File: src/rtl/pipe_ctrl_pkg.sv
// rtl/pipe_ctrl_pkg.sv - shared constants and types for the pipeline controller
//
// Purpose: stall vector encodings, controller state encoding and the
// stall-request priority merge used by pipe_ctrl.
// Ports: none (package).
package pipe_ctrl_pkg;

  localparam logic Stop   = 1'b1;
  localparam logic NoStop = 1'b0;

  // Bit order: [0]PC [1]IF [2]ID [3]EX [4]MEM [5]WB. A stage stall also
  // freezes every stage upstream of it, while WB keeps draining.
  localparam logic [5:0] StallNone    = 6'b000000;
  localparam logic [5:0] StallFromIF  = 6'b000011;
  localparam logic [5:0] StallFromID  = 6'b000111;
  localparam logic [5:0] StallFromEX  = 6'b001111;
  localparam logic [5:0] StallFromMEM = 6'b011111;
  localparam logic [5:0] StallWaitIF  = 6'b000011;

  typedef enum logic {
    CtrlRun    = 1'b0,
    CtrlWaitIF = 1'b1
  } ctrl_state_e;

  // The most downstream requester wins, because its stall pattern already
  // covers every upstream stage.
  function automatic logic [5:0] stall_merge(input logic req_if, input logic req_id,
                                             input logic req_ex, input logic req_mem);
    logic [5:0] v;
    if (req_mem)     v = StallFromMEM;
    else if (req_ex) v = StallFromEX;
    else if (req_id) v = StallFromID;
    else if (req_if) v = StallFromIF;
    else             v = StallNone;
    return v;
  endfunction

endpackage

File: src/rtl/pipe_ctrl_sat_counter.sv
// rtl/pipe_ctrl_sat_counter.sv - saturating event counter
//
// Purpose: counts cycles with en=1, sticking at all-ones instead of wrapping.
// Ports:
//   clk   in  clock
//   rst   in  asynchronous reset, active-low
//   en    in  count this cycle
//   count out current count
module sat_counter #(
  parameter int W = 32
) (
  input  logic         clk,
  input  logic         rst,
  input  logic         en,
  output logic [W-1:0] count
);

  logic [W-1:0] cnt_q;
  logic [W-1:0] cnt_d;

  always_comb begin
    cnt_d = cnt_q;
    if (en && (cnt_q != {W{1'b1}})) begin
      cnt_d = cnt_q + {{(W-1){1'b0}}, 1'b1};
    end
  end

  always_ff @(posedge clk or negedge rst) begin
    if (!rst) begin
      cnt_q <= '0;
    end else begin
      cnt_q <= cnt_d;
    end
  end

  assign count = cnt_q;

endmodule

File: src/rtl/pipe_ctrl.sv
// rtl/pipe_ctrl.sv - pipeline stall/flush/redirect controller
//
// Purpose: merges stage stall requests into the stall vector, turns EX
// mispredicts and MEM exceptions into a flush pulse plus PC redirect, parks
// the redirect while an un-abortable fetch is outstanding, and counts stall
// cycles and flush pulses.
// Ports:
//   clk, rst                 clock, asynchronous active-low reset
//   stallreq_if/id/ex/mem    per-stage stall requests
//   ex_mispredict, ex_redirect_pc   branch mispredict and correct target
//   mem_excp, mem_excp_vec   exception and handler address
//   if_busy                  fetch outstanding, cannot be aborted
//   stall[5:0]               per-stage hold, 1 = Stop
//   flush                    kill if_id/id_ex/ex_mem on next edge
//   pc_load, new_pc          PC redirect
//   if_discard               drop the fetch data returning this cycle
//   stall_cnt, flush_cnt     saturating performance counters
module pipe_ctrl #(
  parameter int CNT_W     = 32,
  parameter int InstAddrW = 32
) (
  input  logic                 clk,
  input  logic                 rst,
  input  logic                 stallreq_if,
  input  logic                 stallreq_id,
  input  logic                 stallreq_ex,
  input  logic                 stallreq_mem,
  input  logic                 ex_mispredict,
  input  logic [InstAddrW-1:0] ex_redirect_pc,
  input  logic                 mem_excp,
  input  logic [InstAddrW-1:0] mem_excp_vec,
  input  logic                 if_busy,
  output logic [5:0]           stall,
  output logic                 flush,
  output logic                 pc_load,
  output logic [InstAddrW-1:0] new_pc,
  output logic                 if_discard,
  output logic [CNT_W-1:0]     stall_cnt,
  output logic [CNT_W-1:0]     flush_cnt
);

  import pipe_ctrl_pkg::*;

  ctrl_state_e          state_q, state_d;
  logic [InstAddrW-1:0] saved_q, saved_d;
  logic [InstAddrW-1:0] last_pc_q, last_pc_d;

  logic                 run_evt;
  logic [InstAddrW-1:0] run_target;
  logic [InstAddrW-1:0] wait_target;

  // A mispredict seen while MEM is stalled is left alone: EX is frozen, so it
  // is presented again once the MEM stall clears.
  assign run_evt    = mem_excp | (ex_mispredict & ~stallreq_mem);
  assign run_target = mem_excp ? mem_excp_vec : ex_redirect_pc;
  // While parked, a new exception replaces the pending redirect target.
  assign wait_target = mem_excp ? mem_excp_vec : saved_q;

  always_comb begin
    state_d    = state_q;
    saved_d    = saved_q;
    last_pc_d  = last_pc_q;
    stall      = StallNone;
    flush      = 1'b0;
    pc_load    = 1'b0;
    if_discard = 1'b0;
    new_pc     = last_pc_q;

    case (state_q)
      CtrlRun: begin
        if (run_evt) begin
          // Younger instructions are being killed, so their stall
          // requests are irrelevant this cycle.
          flush = 1'b1;
          if (!if_busy) begin
            pc_load = 1'b1;
            new_pc  = run_target;
          end else begin
            saved_d = run_target;
            state_d = CtrlWaitIF;
          end
        end else begin
          stall = stall_merge(stallreq_if, stallreq_id, stallreq_ex, stallreq_mem);
        end
      end
      CtrlWaitIF: begin
        // Hold PC/IF until the in-flight fetch returns; bubbles drain below.
        stall   = StallWaitIF;
        flush   = mem_excp;
        saved_d = wait_target;
        if (!if_busy) begin
          pc_load    = 1'b1;
          new_pc     = wait_target;
          if_discard = 1'b1;
          state_d    = CtrlRun;
        end
      end
      default: begin
        state_d = CtrlRun;
      end
    endcase

    if (pc_load) begin
      last_pc_d = new_pc;
    end
  end

  always_ff @(posedge clk or negedge rst) begin
    if (!rst) begin
      state_q   <= CtrlRun;
      saved_q   <= '0;
      last_pc_q <= '0;
    end else begin
      state_q   <= state_d;
      saved_q   <= saved_d;
      last_pc_q <= last_pc_d;
    end
  end

  sat_counter #(.W(CNT_W)) u_stall_cnt (
    .clk   (clk),
    .rst   (rst),
    .en    (stall != StallNone),
    .count (stall_cnt)
  );

  sat_counter #(.W(CNT_W)) u_flush_cnt (
    .clk   (clk),
    .rst   (rst),
    .en    (flush),
    .count (flush_cnt)
  );

endmodule

File: config.mk
export PLATFORM = sky130hd
export DESIGN_NAME = pipe_ctrl
export DESIGN_NICKNAME = d
export VERILOG_FILES = /design/src/rtl/pipe_ctrl_pkg.sv /design/src/rtl/pipe_ctrl_sat_counter.sv /design/src/rtl/pipe_ctrl.sv
export SDC_FILE = /design/constraint.sdc
export NUM_CORES = 1
export LEC_CHECK = 0
export BUFFER_PORTS_ARGS = -buffer_cell sky130_fd_sc_hd__buf_2
export CAP_MARGIN = 20
export CORE_ASPECT_RATIO = 0.75
export CORE_MARGIN = 2
export CORE_UTILIZATION = 30
export DETAILED_ROUTE_END_ITERATION = 10
export GPL_ROUTABILITY_DRIVEN = 0
export PLACE_DENSITY = 0.5
export SLEW_MARGIN = 20
export SYNTH_ARGS = -nofsm -noshare
export SYNTH_HDL_FRONTEND = slang
export SYNTH_SLANG_ARGS = --single-unit
File: constraint.sdc
create_clock -name clk -period 4.01 [get_ports clk]
set_clock_uncertainty 0.2 [all_clocks]
set_input_delay 0.401 -clock clk [delete_from_list [all_inputs] [get_ports clk]]
set_output_delay 0.401 -clock clk [all_outputs]
set_load 0.01 [all_outputs]
### After elaboration in Yosys (flattened, before gate mapping)

Index checks and enable logic that the tools add are counted.

* word-level logic and storage cells: 43
* bits in registers: 129
* output and inout bits: 105
* input bits: 73

* eq/ne operators: 4
* reduce and logical (&&, ||, !) cells: 4
* multiplexer cells: 24
* $add $sub $neg: 2
* bitwise operators: 4

Operators by type and width (number)
* $mux W32: 7
* $pmux W32 S2: 2
* $add A32 B1 Y32 const B: 2
* $ne A32 B32 Y1 const B: 2
* $pmux W6 S2: 1
* $mux W5: 2
* $mux W1: 6
* $pmux W1 S2: 3
* $reduce_bool A6 Y1: 1
* $mux W4: 1
* $ne A2 B2 Y1 const B: 2
* $mux W3: 1
* $logic_and A1 B1 Y1: 2
* $mux W2: 1
* $not A1 Y1: 2
* $reduce_and A2 Y1: 1
* $and A1 B1 Y1: 1
* $or A1 B1 Y1: 1

### Logic depth before layout (Yosys ltp)

Gate-level depths: netlist of the first run.

* depth in word-level cells: 8
* depth in mapped cells: 7
* depth with buffers taken out: 6

### By module

From an unflattened synthesis of the first run, not the netlist that was laid out.

* cells, all modules: 758
* area, all modules: 7821.3 um^2

Modules (own cells, without submodules)
* pipe_ctrl: cells each 456, sequential area each 1626.6 um^2, area an instance 4573.1 um^2, instances 1
* sat_counter: cells each 151, sequential area each 800.8 um^2, area an instance 1624.1 um^2, instances 2

### Worst setup path before layout of the first run

Ideal clock, no wire load.

* path type: reg2reg
* start: register u_stall_cnt.cnt_q[0] (netlist: u_stall_cnt.count[0])
* end: register u_stall_cnt.cnt_q[8] (netlist: u_stall_cnt.count[8])
* data required time: 3682 ps
* path buffers: 1
* slack: 1620 ps
* clock period less this slack: 2390 ps
* stages on the path, launching flop included: 8
* arrival: 2063 ps
* setup time: 128 ps
* path through: dfrtp_1 -> ha_1 -> nand3_2 -> or4_4 -> o31a_1 -> buf_6 -> and3_4 -> xor2_1

* cells in the longest elaborated chain, start to end: 2
* elaborated cells on any way between the ends: 3
* classes of those cells: 1 x add/sub; 1 x eq/ne; 1 x reduce/logical

Ends and longest elaborated chain
* start, declared: RTL line pipe_ctrl_sat_counter.sv:18 `logic [W-1:0] cnt_q;`
* start signal, assigned: RTL line pipe_ctrl_sat_counter.sv:32 `cnt_q <= cnt_d;`
* parallel branches: the longest is 2 deep, another holds $add A32 B1 Y32

Parallel ways; which one is timed is not known.
A chain may end at the register's enable or synchronous reset.

### Final worst setup path of the first run

* start: register state_q
* end: output port new_pc[12]

* cells in the longest elaborated chain, start to end: 2

Ends and longest elaborated chain
* start, declared: RTL line pipe_ctrl.sv:44 `ctrl_state_e state_q, state_d;`
* start signal, assigned: RTL line pipe_ctrl.sv:110 `state_q <= CtrlRun;`
* start signal, assigned: RTL line pipe_ctrl.sv:114 `state_q <= state_d;`
* $not A1 Y1
* $pmux W32 S2 *: RTL line pipe_ctrl.sv:69 `case (state_q)`
* end, declared: RTL line pipe_ctrl.sv:36 `output logic [InstAddrW-1:0] new_pc,`

Every way passes the cells marked *; elsewhere a longest branch is shown, timed or not.

==> implementation parameters, run 1 <==
Parameter                              Value

Synth
  Async set-or-reset flop fraction in the synthesized netlist    100%
  Synthesized Nets    912
  Yosys warnings    0
  Dominant cell type by area after synthesis    sky130_fd_sc_hd__dfrtp_1
  Number of enable flip-flop cells after synthesis    0
  Most instantiated flip-flop cell in the synthesis netlist    sky130_fd_sc_hd__dfrtp_1
  Library cells used by synthesis    48
  Average cell area after synthesis    8.62 um^2
  Area fraction of the dominant cell type after synthesis    between 40 and 50%
  Top cells by area, synth    sky130_fd_sc_hd__dfrtp_1, sky130_fd_sc_hd__o21ai_0, sky130_fd_sc_hd__a22oi_1, sky130_fd_sc_hd__nand2_1, sky130_fd_sc_hd__xnor2_1
  Gate count of the mapped netlist    between 800 and 900
  Total standard cell area after synthesis    approximately 7200 um^2
  Register bit total from synthesis    129
  Sequential share of the synthesized area    44.7%

Die
  Site row count    49
  Ports    178
  Height of the die    138 um
  Chip width    183 um
  Die Outline Area    25300 um^2
  Effective utilization at floorplan    30.3%
  Core Area    23800 um^2

Final layout
  Layout cells sized above 1    23.5%
  Final standard cell utilization of the core    a little under two fifths
  Area Overhead vs Synth    23.9%
  Most common cell after layout, fill and taps aside    sky130_fd_sc_hd__buf_2
  Multi-input gate area in the final layout    3630 um^2
  Sequential Area    3230 um^2
  Most frequent cells in the layout    sky130_fd_sc_hd__buf_2, sky130_fd_sc_hd__dfrtp_1, sky130_fd_sc_hd__o21ai_0, sky130_fd_sc_hd__nand2_1, sky130_fd_sc_hd__a21oi_1
  Fillers    2446
  NumNets Final    roughly 1100

Status
  Outcome    finished, final reports clean

Worst hold path
  Worst min-delay path class    input port to flop

Worst setup path
  Kind of end point of the critical path    primary output
  Critical-path cell with the highest stage delay    sky130_fd_sc_hd__dfrtp_4
  Data arrival at the endpoint of the critical path    2.63 ns
  Critical Path Start Type    flop
  Cell family contributing the most delay on the critical path    flip-flops
  Maximum fanout along the worst path    66
  Number of buffer and inverter instances along the worst setup path    1
  Critical-path cell list    nand2b_2 -> a21oi_1 -> a21oi_1 -> o21ai_0 -> buf_2
  Crit-path most repeated cell    sky130_fd_sc_hd__a21oi_1
  Req. time, crit path    approximately 3.4 ns
  Critical Path Max Stage Delay    0.86 ns
  Type of the worst setup path    flop to primary output

Flow run
  Max Cap Viol    0

Timing
  Setup TNS Final    0 ns
  Relative max-transition margin    37.4%
  Number of setup violations in the final report    0
  Period utilization    80.6%
  Worst Tran Pin Value    0.937 ns
  Number of hold violations in the final report    0
  Peak clock frequency supported by timing    309 MHz
  Unrepaired setup endpoints after global routing    no
  Slew Limit Fails    0
  Final Critical Period    approximately 3.2 ns

Drt
  Metal2 WL    9300 um
  Detail-routed net length per standard cell    around 17 um
  Total number of vias    around 6700
  Avg Vias per Cell    slightly above 5
  Post-route antenna net violation count    0
  Highest signal layer in the routed design    met5
  Detailed-route DRC error count    0
  Met3 wire length    1590 um
  Routed metal-1 wirelength    roughly 11000 um
  DR pass1 iterations    5
  Detailed router's first-iteration violation count    501
  Aggregate routed wire length    22100 um

Power
  Peak supply drop    0.304 mV
  PD cells    between 400 and 500 nW/um^2
  Leakage power total    4.06 nW

Global routing
  Global-route wire length before repair    35600 um
  Total congestion overflow after global routing    0
  Overall routing resource usage    17.7%
  Initial antenna violation count    2
  Pin count of the biggest net entering global routing    83
  Via count of the first global-routing pass    6320

Clocking
  CTS Buffer Depth    2
  Clock tree from TritonCTS    yes
  Cts bufs inserted    17
  H-tree Lvls    4
  Clock insertion delay at the later pin of the skew report    0.42 ns
  Number of gates resized after cts    0
  Clock-pin slew on the worst setup and hold paths    0.06 ns
  Clock root buffer    sky130_fd_sc_hd__clkbuf_16
  Number of sinks on the clock net    around 130

Placement
  Number of port buffers    176
  HPWL after detailed placement    14700 um
## tightest hold or removal path: cells and delay by family
kind	cells	cell delay, ns
AO/OA/AOI/OAI	2	0.13
buffers and inverters	1	0.09
## report_power, final
part	switching (mW)	internal (mW)	total [mW]	leakage (nW)
Sequential	0.195	1.49	1.69	1.64
Clock	0.596	0.921	1.52	0.264
Combinational	0.476	0.365	0.841	2.15
## cells in the mapped netlist, types with 2 or more instances
library cell and n:
sky130_fd_sc_hd__and3_1 9, sky130_fd_sc_hd__o31a_1 33, sky130_fd_sc_hd__buf_2 2, sky130_fd_sc_hd__nand4_1 27, sky130_fd_sc_hd__nand3_1 24, sky130_fd_sc_hd__dfrtp_1 129, sky130_fd_sc_hd__ha_1 2, sky130_fd_sc_hd__nor2_1 18
sky130_fd_sc_hd__nor3b_1 2, sky130_fd_sc_hd__or3_1 2, sky130_fd_sc_hd__buf_1 4, sky130_fd_sc_hd__mux2_2 3, sky130_fd_sc_hd__a31oi_1 2, sky130_fd_sc_hd__nor4_2 3, sky130_fd_sc_hd__nor3_1 12, sky130_fd_sc_hd__nor4_1 7
sky130_fd_sc_hd__o21ai_0 126, sky130_fd_sc_hd__a222oi_1 2, sky130_fd_sc_hd__a22oi_1 62, sky130_fd_sc_hd__a21oi_1 68, sky130_fd_sc_hd__clkbuf_1 48, sky130_fd_sc_hd__xnor2_1 42, sky130_fd_sc_hd__xor2_1 17, sky130_fd_sc_hd__buf_4 2
sky130_fd_sc_hd__inv_1 41, sky130_fd_sc_hd__nand2b_1 3, sky130_fd_sc_hd__and4_1 2, sky130_fd_sc_hd__nand3_2 2, sky130_fd_sc_hd__nand2_1 124
## layer usage
metal	global-route usage (%)	vias up
li1	-	3309
met2	25.4	211
met3	5.22	14
met1	26.4	3173
met5	0	-
met4	3.28	2
## sequential cells by signal, indices dropped and copies added, names as in the netlist
register,cells
u_flush_cnt.count,32
u_stall_cnt.count,32
state_q,1
last_pc_q,32
saved_q,32
## final cells by class
| class | instances | area share, % |
|---|---|---|
| flip-flops and latches | 129 | 36.1 |
| diodes | 1 | 0.0280 |
| clock inverters | 10 | 1.27 |
| multi-input cells | 609 | 40.6 |
| repair buffers | 188 | 11.0 |
| clock buffers | 20 | 5.00 |
| inverters | 42 | 1.76 |
| well taps | 306 | 4.28 |
## path summary, 6_finish.rpt
kind / start / to / slack, ns / depth (start not counted)
max in group asynchronous: rst / saved_q[3] / 2.26 / 3
setup reg to reg: state_q / u_stall_cnt.count[17] / 1.15 / 6
hold / removal: mem_excp_vec[25] / saved_q[25] / 0.03 / 3
min in group asynchronous: rst / last_pc_q[17] / 0.44 / 2
setup / recovery: state_q / new_pc[12] / 0.78 / 5
hold reg to reg: u_flush_cnt.count[11] / u_flush_cnt.count[11] / 0.29 / 1
## logic make-up after synthesis
kind of cell	synth area share, %
AO/OA/AOI/OAI	25.1
XOR/XNOR	7.16
adder cells (fa/ha/maj)	0.347
buffers and inverters	5.39
flip-flops	44.7
multiplexers	0.676
other	0.0520
AND/OR/NAND/NOR	16.5
## stage by stage
step                      setup WS, ns  hold slack, ns  instance area, um^2  cells  power [mW]
after floorplan                   1.62         -0.0946                 7210    837        2.20
after global placement           0.930           0.281                 8370   1273        2.55
after detailed placement         0.940           0.289                 8370   1273        2.56
after CTS                        0.713          0.0116                 8940   1304        4.11
after global routing             0.527          0.0320                 8940   1304        4.30
final                            0.778          0.0320                 8940   1305        4.05
## timing repair
item,CTS,global route
hold buffers,1,0
buffers inserted,0,0
hold endpoints to repair,80,0
(Power assumes the default switching activity.)
==> run 2: changes to the inputs <==
- PLACE_DENSITY: 0.5 -> 0.52
- clock period: 4.01 -> 2.6 ns (I/O delays scaled with it)
==> run 2 against run 1 <==
  * Register-to-register slack got worse by 1.0 ns
  * First-iteration DRC count increased by 1.8%
  * Largest cell class unchanged
  * Design area up 6.6%
==> implementation parameters, run 2 (same netlist as run 1, synthesis figures left out) <==
Parameter                              Value

Global routing
  Pin count of the biggest net entering global routing    104 (+25%)
  Total congestion overflow after global routing    0 (unchanged)
  Initial antenna violation count    1 (-1)
  Via count of the first global-routing pass    6609 (+4.6%)
  Global-route wire length before repair    35500 um (about the same)
  Overall routing resource usage    17.7% (about the same)

Drt
  Total number of vias    6950 (+3.6%)
  Routed metal-1 wirelength    10900 um (-1.1%)
  Avg Vias per Cell    5.14 (about the same)
  Met3 wire length    1370 um (-14%)
  Post-route antenna net violation count    0 (unchanged)
  Detail-routed net length per standard cell    16.4 um (-3.3%)
  Metal2 WL    9610 um (+3.3%)
  DR pass1 iterations    5 (unchanged)
  Highest signal layer in the routed design    met5
  Detailed router's first-iteration violation count    510 (+1.8%)
  Aggregate routed wire length    22200 um (+0.22%)
  Detailed-route DRC error count    0 (unchanged)

Power
  Power, Total    6.47 mW (+60%)
  PD cells    679 nW/um^2 (+50%)
  Switching portion of total power    31.2% (-0.059 points)
  Net load switching power    2.02 mW (+59%)
  Peak supply drop    0.573 mV (+88%)
  Internal portion of total power    4.45 mW (+60%)
  Leakage power total    4.33 nW (+6.8%)
  Sequential share of power    39.8% (-1.9 points)
  Clock network power share    38.5% (+1.0 points)
  Power share of the combinational group    21.7% (+0.9 points)

Final layout
  NumNets Final    1109 (+4.4%)
  Number of antenna repair diodes    0 (-1)
  Final standard cell utilization of the core    40.1% (+2.5 points)
  Total non-filler cell area in the finished layout    9530 um^2 (+6.6%)
  Most frequent cells in the layout    sky130_fd_sc_hd__buf_2, sky130_fd_sc_hd__dfrtp_1, sky130_fd_sc_hd__o21ai_0, sky130_fd_sc_hd__nand2_1, sky130_fd_sc_hd__a21oi_1
  Layout cells sized above 1    24.4% (+0.81 points)
  Area Overhead vs Synth    32.1%
  Final std cells w/o fill    1353 (+3.7%)
  Most common cell after layout, fill and taps aside    sky130_fd_sc_hd__buf_2

Clocking
  Clock-pin slew on the worst setup and hold paths    0.06 ns (about the same)
  Number of post-CTS setup repair buffers    0 (unchanged)
  CTS Buffer Depth    2 (unchanged)
  Cts bufs inserted    17 (unchanged)
  Number of sinks on the clock net    129 (unchanged)
  Clock tree from TritonCTS    yes
  Clock insertion delay at the later pin of the skew report    0.42 ns (about the same)
  H-tree Lvls    4 (unchanged)
  Clock root buffer    sky130_fd_sc_hd__clkbuf_16

Flow run
  Max Cap Viol    0 (unchanged)

Placement
  Number of port buffers    176 (unchanged)
  Area after detailed placement    8580 um^2 (+2.6%)
  Placed Instances    1288 (+1.2%)
  HPWL after detailed placement    14800 um (+1.1%)

Worst setup path
  Type of the worst setup path    flop to flop
  Destination of the worst register-to-register timing path    u_stall_cnt.count[8]
  Path length in cells of the critical path    6 (+1)
  Origin of the worst setup path    u_stall_cnt.count[0]
  Critical Path Max Stage Delay    0.60 ns (-0.26 ns)
  Maximum fanout along the worst path    11 (-83%)
  Slack of the worst reg-to-reg path    0.11 ns (-1.04 ns)
  Worst reg2reg path depth    6 (unchanged)
  Critical Path Start Type    flop
  Critical-path cell list    ha_1 -> nand3_2 -> or4_4 -> o31a_2 -> and3_4 -> xor2_1
  Critical-path cell with the highest stage delay    sky130_fd_sc_hd__or4_4
  Req. time, crit path    2.70 ns (-0.71 ns)
  Cell family contributing the most delay on the critical path    simple AND/OR/NAND/NOR gates
  Start of the worst register-to-register path    u_stall_cnt.count[0]
  Kind of end point of the critical path    flop
  Data arrival at the endpoint of the critical path    2.59 ns (-0.04 ns)
  Number of buffer and inverter instances along the worst setup path    0 (-1)

Die
  Chip width    183 um (unchanged)
  Die Outline Area    25300 um^2 (unchanged)
  Site row count    49 (unchanged)
  Height of the die    138 um (unchanged)
  Core Area    23800 um^2 (unchanged)
  Ports    178 (unchanged)
  Effective utilization at floorplan    30.3% (unchanged)

Timing
  Peak clock frequency supported by timing    402 MHz
  Relative max-transition margin    46.9% (+9.5 points)
  Number of hold violations in the final report    0 (unchanged)
  Unrepaired setup endpoints after global routing    no
  Number of setup violations in the final report    0 (unchanged)
  Setup TNS Final    0 ns (unchanged)
  Worst Tran Pin Value    0.795 ns (-0.142 ns)
  Slew Limit Fails    0 (unchanged)
  Period utilization    between 90 and 100%
  Final Critical Period    ~2.5 ns

Worst hold path
  Hold-critical path depth    4 (+1)
  Hold EP    saved_q[24]
  Worst hold path startpoint    ex_redirect_pc[24]
  Worst min-delay path class    input port to flop

Status
  Outcome    finished, final reports clean
[run 2: worst max path at each step]
| stage | to | slack [ns] |
|---|---|---|
| 2_1_floorplan | u_stall_cnt.count[8] | 0.21 |
| 3_3_place_gp | u_stall_cnt.count[8] | 0.13 |
| 3_5_place_dp | u_stall_cnt.count[8] | 0.06 |
| 4_1_cts | new_pc[0] | 0.04 |
| 5_1_grt | u_stall_cnt.count[8] | 0.02 |
| 6_report | u_stall_cnt.count[8] | 0.11 |
[run 2: cell type report]
| cell class | count | area, um^2 |
|---|---|---|
| well taps | 306 | 383 |
| fillers | 2443 | 14300 |
| clock buffers | 17 | 425 |
| clock inverters | 15 | 184 |
| multi-input cells | 609 | 3630 |
| repair buffers | 235 | 1520 |
| inverters | 42 | 158 |
| flip-flops and latches | 129 | 3230 |
[run 2: power groups by stage]
stage	Combinational [mW]	Sequential (mW)	Clock, mW
finish	1.40	2.57	2.49
CTS	1.42	2.57	2.57
floorplan	0.783	2.61	0
global route	1.57	2.63	2.65
detailed placement	1.38	2.61	0
global placement	1.37	2.60	0
[run 2: metrics by stage]
stage               setup slack (ns)  hold WS (ns)
global route                  0.0171        0.0304
finish                         0.110        0.0251
global placement               0.132        0.0722
CTS                           0.0380       0.00410
floorplan                      0.210        -0.236
detailed placement            0.0646        0.0714
[run 2: worst register-to-register path: stages (launching register included)]
cell	delay (ns)
sky130_fd_sc_hd__dfrtp_1	0.42
sky130_fd_sc_hd__ha_1	0.20
sky130_fd_sc_hd__nand3_2	0.12
sky130_fd_sc_hd__or4_4	0.60
sky130_fd_sc_hd__o31a_2	0.47
sky130_fd_sc_hd__and3_4	0.22
sky130_fd_sc_hd__xor2_1	0.13
[run 2: per-layer routing]
| layer | up-vias | global-route usage (%) |
|---|---|---|
| met5 | - | 0 |
| met4 | 2 | 4.76 |
| met3 | 20 | 4.79 |
| met2 | 200 | 26.0 |
| met1 | 3318 | 25.6 |
| li1 | 3410 | - |
[run 2: repair_timing]
action | in CTS | in global routing
setup endpoints to repair | 0 | 6
hold endpoints to repair | 83 | 0
resized for setup | 0 | 3
hold buffers | 33 | 0
==> run 3: changes to the inputs <==
- CORE_UTILIZATION: 30 -> 45
- PLACE_DENSITY: 0.52 -> 0.72
==> run 3 against run 2 <==
  * Count of clock-buffer cells in the layout grew 2
  * Final cell count shrank 6.6%
  * Fmax grew 0.13%
  * Non-clock buffer count grew 7
  * Sequential share of layout area grew 0.53 points
  * Global-route usage grew 6.5 points
  * Worst hold slack gained 0.0029 ns
  * Critical path depth shrank 2
  * Setup slack gained 0.0032 ns
  * Utilization grew 19 points
  * Register-to-register slack gained 0.02 ns
  * Critical path type is now flop to primary output
  * Critical endpoint is now new_pc[12]
  * Highest routed layer is now met4
==> implementation parameters, run 3 (same netlist as run 1, synthesis figures left out) <==
Parameter                              Value

Status
  Outcome    finished, final reports clean

Global routing
  Initial antenna violation count    0 (-1)
  Pin count of the biggest net entering global routing    97 (-6.7%)
  Via count of the first global-routing pass    6478 (-2.0%)
  Global-route wire length before repair    32700 um (-8.1%)
  Overall routing resource usage    24.2% (+6.5 points)
  Total congestion overflow after global routing    0 (unchanged)

Final layout
  Final std cells w/o fill    1264 (-6.6%)
  NumNets Final    1116 (+0.63%)
  Area Overhead vs Synth    30.0%
  Final standard cell utilization of the core    59.1% (+19 points)
  Number of antenna repair diodes    0 (unchanged)
  Most common cell after layout, fill and taps aside    sky130_fd_sc_hd__buf_2
  Most frequent cells in the layout    sky130_fd_sc_hd__buf_2, sky130_fd_sc_hd__dfrtp_1, sky130_fd_sc_hd__o21ai_0, sky130_fd_sc_hd__nand2_1, sky130_fd_sc_hd__a21oi_1
  Fillers    1414 (-42%)
  Layout cells sized above 1    24.8% (+0.41 points)

Worst setup path
  Number of buffer and inverter instances along the worst setup path    3 (+3)
  Critical Path Max Stage Delay    0.42 ns (-0.18 ns)
  Critical-path cell list    buf_6 -> buf_6 -> o21ai_0 -> buf_2
  Critical-path cell with the highest stage delay    sky130_fd_sc_hd__dfrtp_4
  Kind of end point of the critical path    primary output
  Crit-path most repeated cell    sky130_fd_sc_hd__buf_6
  Cell family contributing the most delay on the critical path    buffers and inverters
  Data arrival at the endpoint of the critical path    2.03 ns (-0.56 ns)
  Req. time, crit path    2.14 ns (-0.56 ns)
  Type of the worst setup path    flop to primary output
  Maximum fanout along the worst path    68 (+57)
  Critical Path Start Type    flop

Clocking
  H-tree Lvls    4 (unchanged)
  Clock-pin slew on the worst setup and hold paths    0.06 ns (about the same)
  Clock root buffer    sky130_fd_sc_hd__clkbuf_16
  Number of sinks on the clock net    129 (unchanged)
  Cts bufs inserted    17 (unchanged)
  Number of post-CTS setup repair buffers    0 (unchanged)
  Clock tree from TritonCTS    yes
  Clock insertion delay at the later pin of the skew report    0.41 ns (about the same)
  CTS Buffer Depth    2 (unchanged)

Drt
  Post-route antenna net violation count    0 (unchanged)
  DR pass1 iterations    5 (unchanged)
  Total number of vias    7016 (+0.95%)
  Detailed router's first-iteration violation count    456 (-11%)
  Aggregate routed wire length    20400 um (-7.8%)
  Avg Vias per Cell    5.55 (+8.1%)
  Detailed-route DRC error count    0 (unchanged)
  Detail-routed net length per standard cell    16.2 um (-1.3%)

Worst hold path
  Worst min-delay path class    input port to flop

Timing
  Peak clock frequency supported by timing    402 MHz (+0.13%)
  Number of setup violations in the final report    0 (unchanged)
  Final Critical Period    2.49 ns (-0.00316 ns)
  Setup TNS Final    0 ns (unchanged)
  Number of hold violations in the final report    0 (unchanged)
  Slew Limit Fails    0 (unchanged)
  Worst Tran Pin Value    0.898 ns (+0.103 ns)
  Period utilization    95.6% (-0.12 points)
  Unrepaired setup endpoints after global routing    no
  Relative max-transition margin    40.0% (-6.9 points)

Die
  Die Outline Area    17100 um^2 (-33%)
  Site row count    40 (-18%)
  Core Area    15900 um^2 (-33%)
  Ports    178 (unchanged)
  Chip width    150 um (-18%)
  Height of the die    114 um (-18%)
  Effective utilization at floorplan    45.5% (+15 points)

Power
  PD cells    668 nW/um^2 (-1.6%)
  Peak supply drop    0.506 mV (-12%)
  Power, Total    6.27 mW (-3.1%)
  Leakage power total    4.33 nW (about the same)

Flow run
  Max Cap Viol    0 (unchanged)

Placement
  Placed Instances    1199 (-6.9%)
  Number of port buffers    176 (unchanged)
  HPWL after detailed placement    13400 um (-9.6%)
-- run 3: changes by cell type in the layout (fill, tap and decap cells not counted), sizes merged --
cell	before	now
buf	202	209
bufinv	3	1
clkbuf	17	19
clkinv	8	4
clkinvlp	3	4
inv	43	46
-- run 3: per-layer routing --
metal | vias up | share of wire (%) | global-route usage, %
met1 | 3287 | 46 | 35.4
met4 | 0 | 0.95 | 6.42
met2 | 274 | 45 | 36.2
met3 | 21 | 8.1 | 5.48
met5 | - | 0 | 0
li1 | 3434 | - | -
-- run 3: metrics by stage --
step / hold WS [ns] / worst slack, ns / instance area, um^2
after global routing: 0.0250 / 0.00624 / 9380
after CTS: 0.00975 / 0.0172 / 9370
after detailed placement: 0.0351 / 0.120 / 8460
after floorplan: -0.236 / 0.210 / 7210
final: 0.0279 / 0.113 / 9380
after global placement: 0.0383 / 0.00602 / 8450
-- run 3: worst paths after layout --
| path | start | endpoint | slack [ns] | depth (start not counted) |
|---|---|---|---|---|
| max | state_q | new_pc[12] | 0.11 | 4 |
| min | ex_redirect_pc[22] | saved_q[22] | 0.03 | 4 |
| max reg2reg | u_stall_cnt.count[0] | u_stall_cnt.count[8] | 0.13 | 6 |
| min reg2reg | u_flush_cnt.count[15] | u_flush_cnt.count[15] | 0.29 | 1 |
| max in group asynchronous | rst | u_flush_cnt.count[19] | 1.35 | 3 |
| min in group asynchronous | rst | last_pc_q[15] | 0.14 | 2 |
-- run 3: tightest hold or removal path, cell delays in order --
cell and delay [ns]:
sky130_fd_sc_hd__buf_2 0.10, sky130_fd_sc_hd__inv_1 0.06, sky130_fd_sc_hd__o31a_1 0.12, sky130_fd_sc_hd__o21ai_0 0.06
-- run 3: what timing repair did --
action / in CTS / in global routing
endpoints found under the setup margin: 13 / 15
pin swaps: 0 / 1
resized for setup: 2 / 4
endpoints found under the hold margin: 61 / 0
hold buffers: 33 / 0
-- run 3: cell type report --
type                            instances  area (um^2)  share of cell area [%]
Clock buffer                           19          443                    4.72
Clock inverter                         13          129                    1.37
Inverter                               42          158                    1.68
Multi-Input combinational cell        609         3630                    38.7
Sequential cell                       129         3230                    34.4
Tap cell                              210          263                    2.80
Timing Repair Buffer                  242         1530                    16.3
-- run 3: report_power, final --
part	leakage (nW)	switching [mW]	total (mW)	internal [mW]
registers	1.64	0.273	2.58	2.30
logic	2.42	0.763	1.39	0.624
clock network	0.269	0.944	2.30	1.36
total	4.33	1.98	6.27	4.29
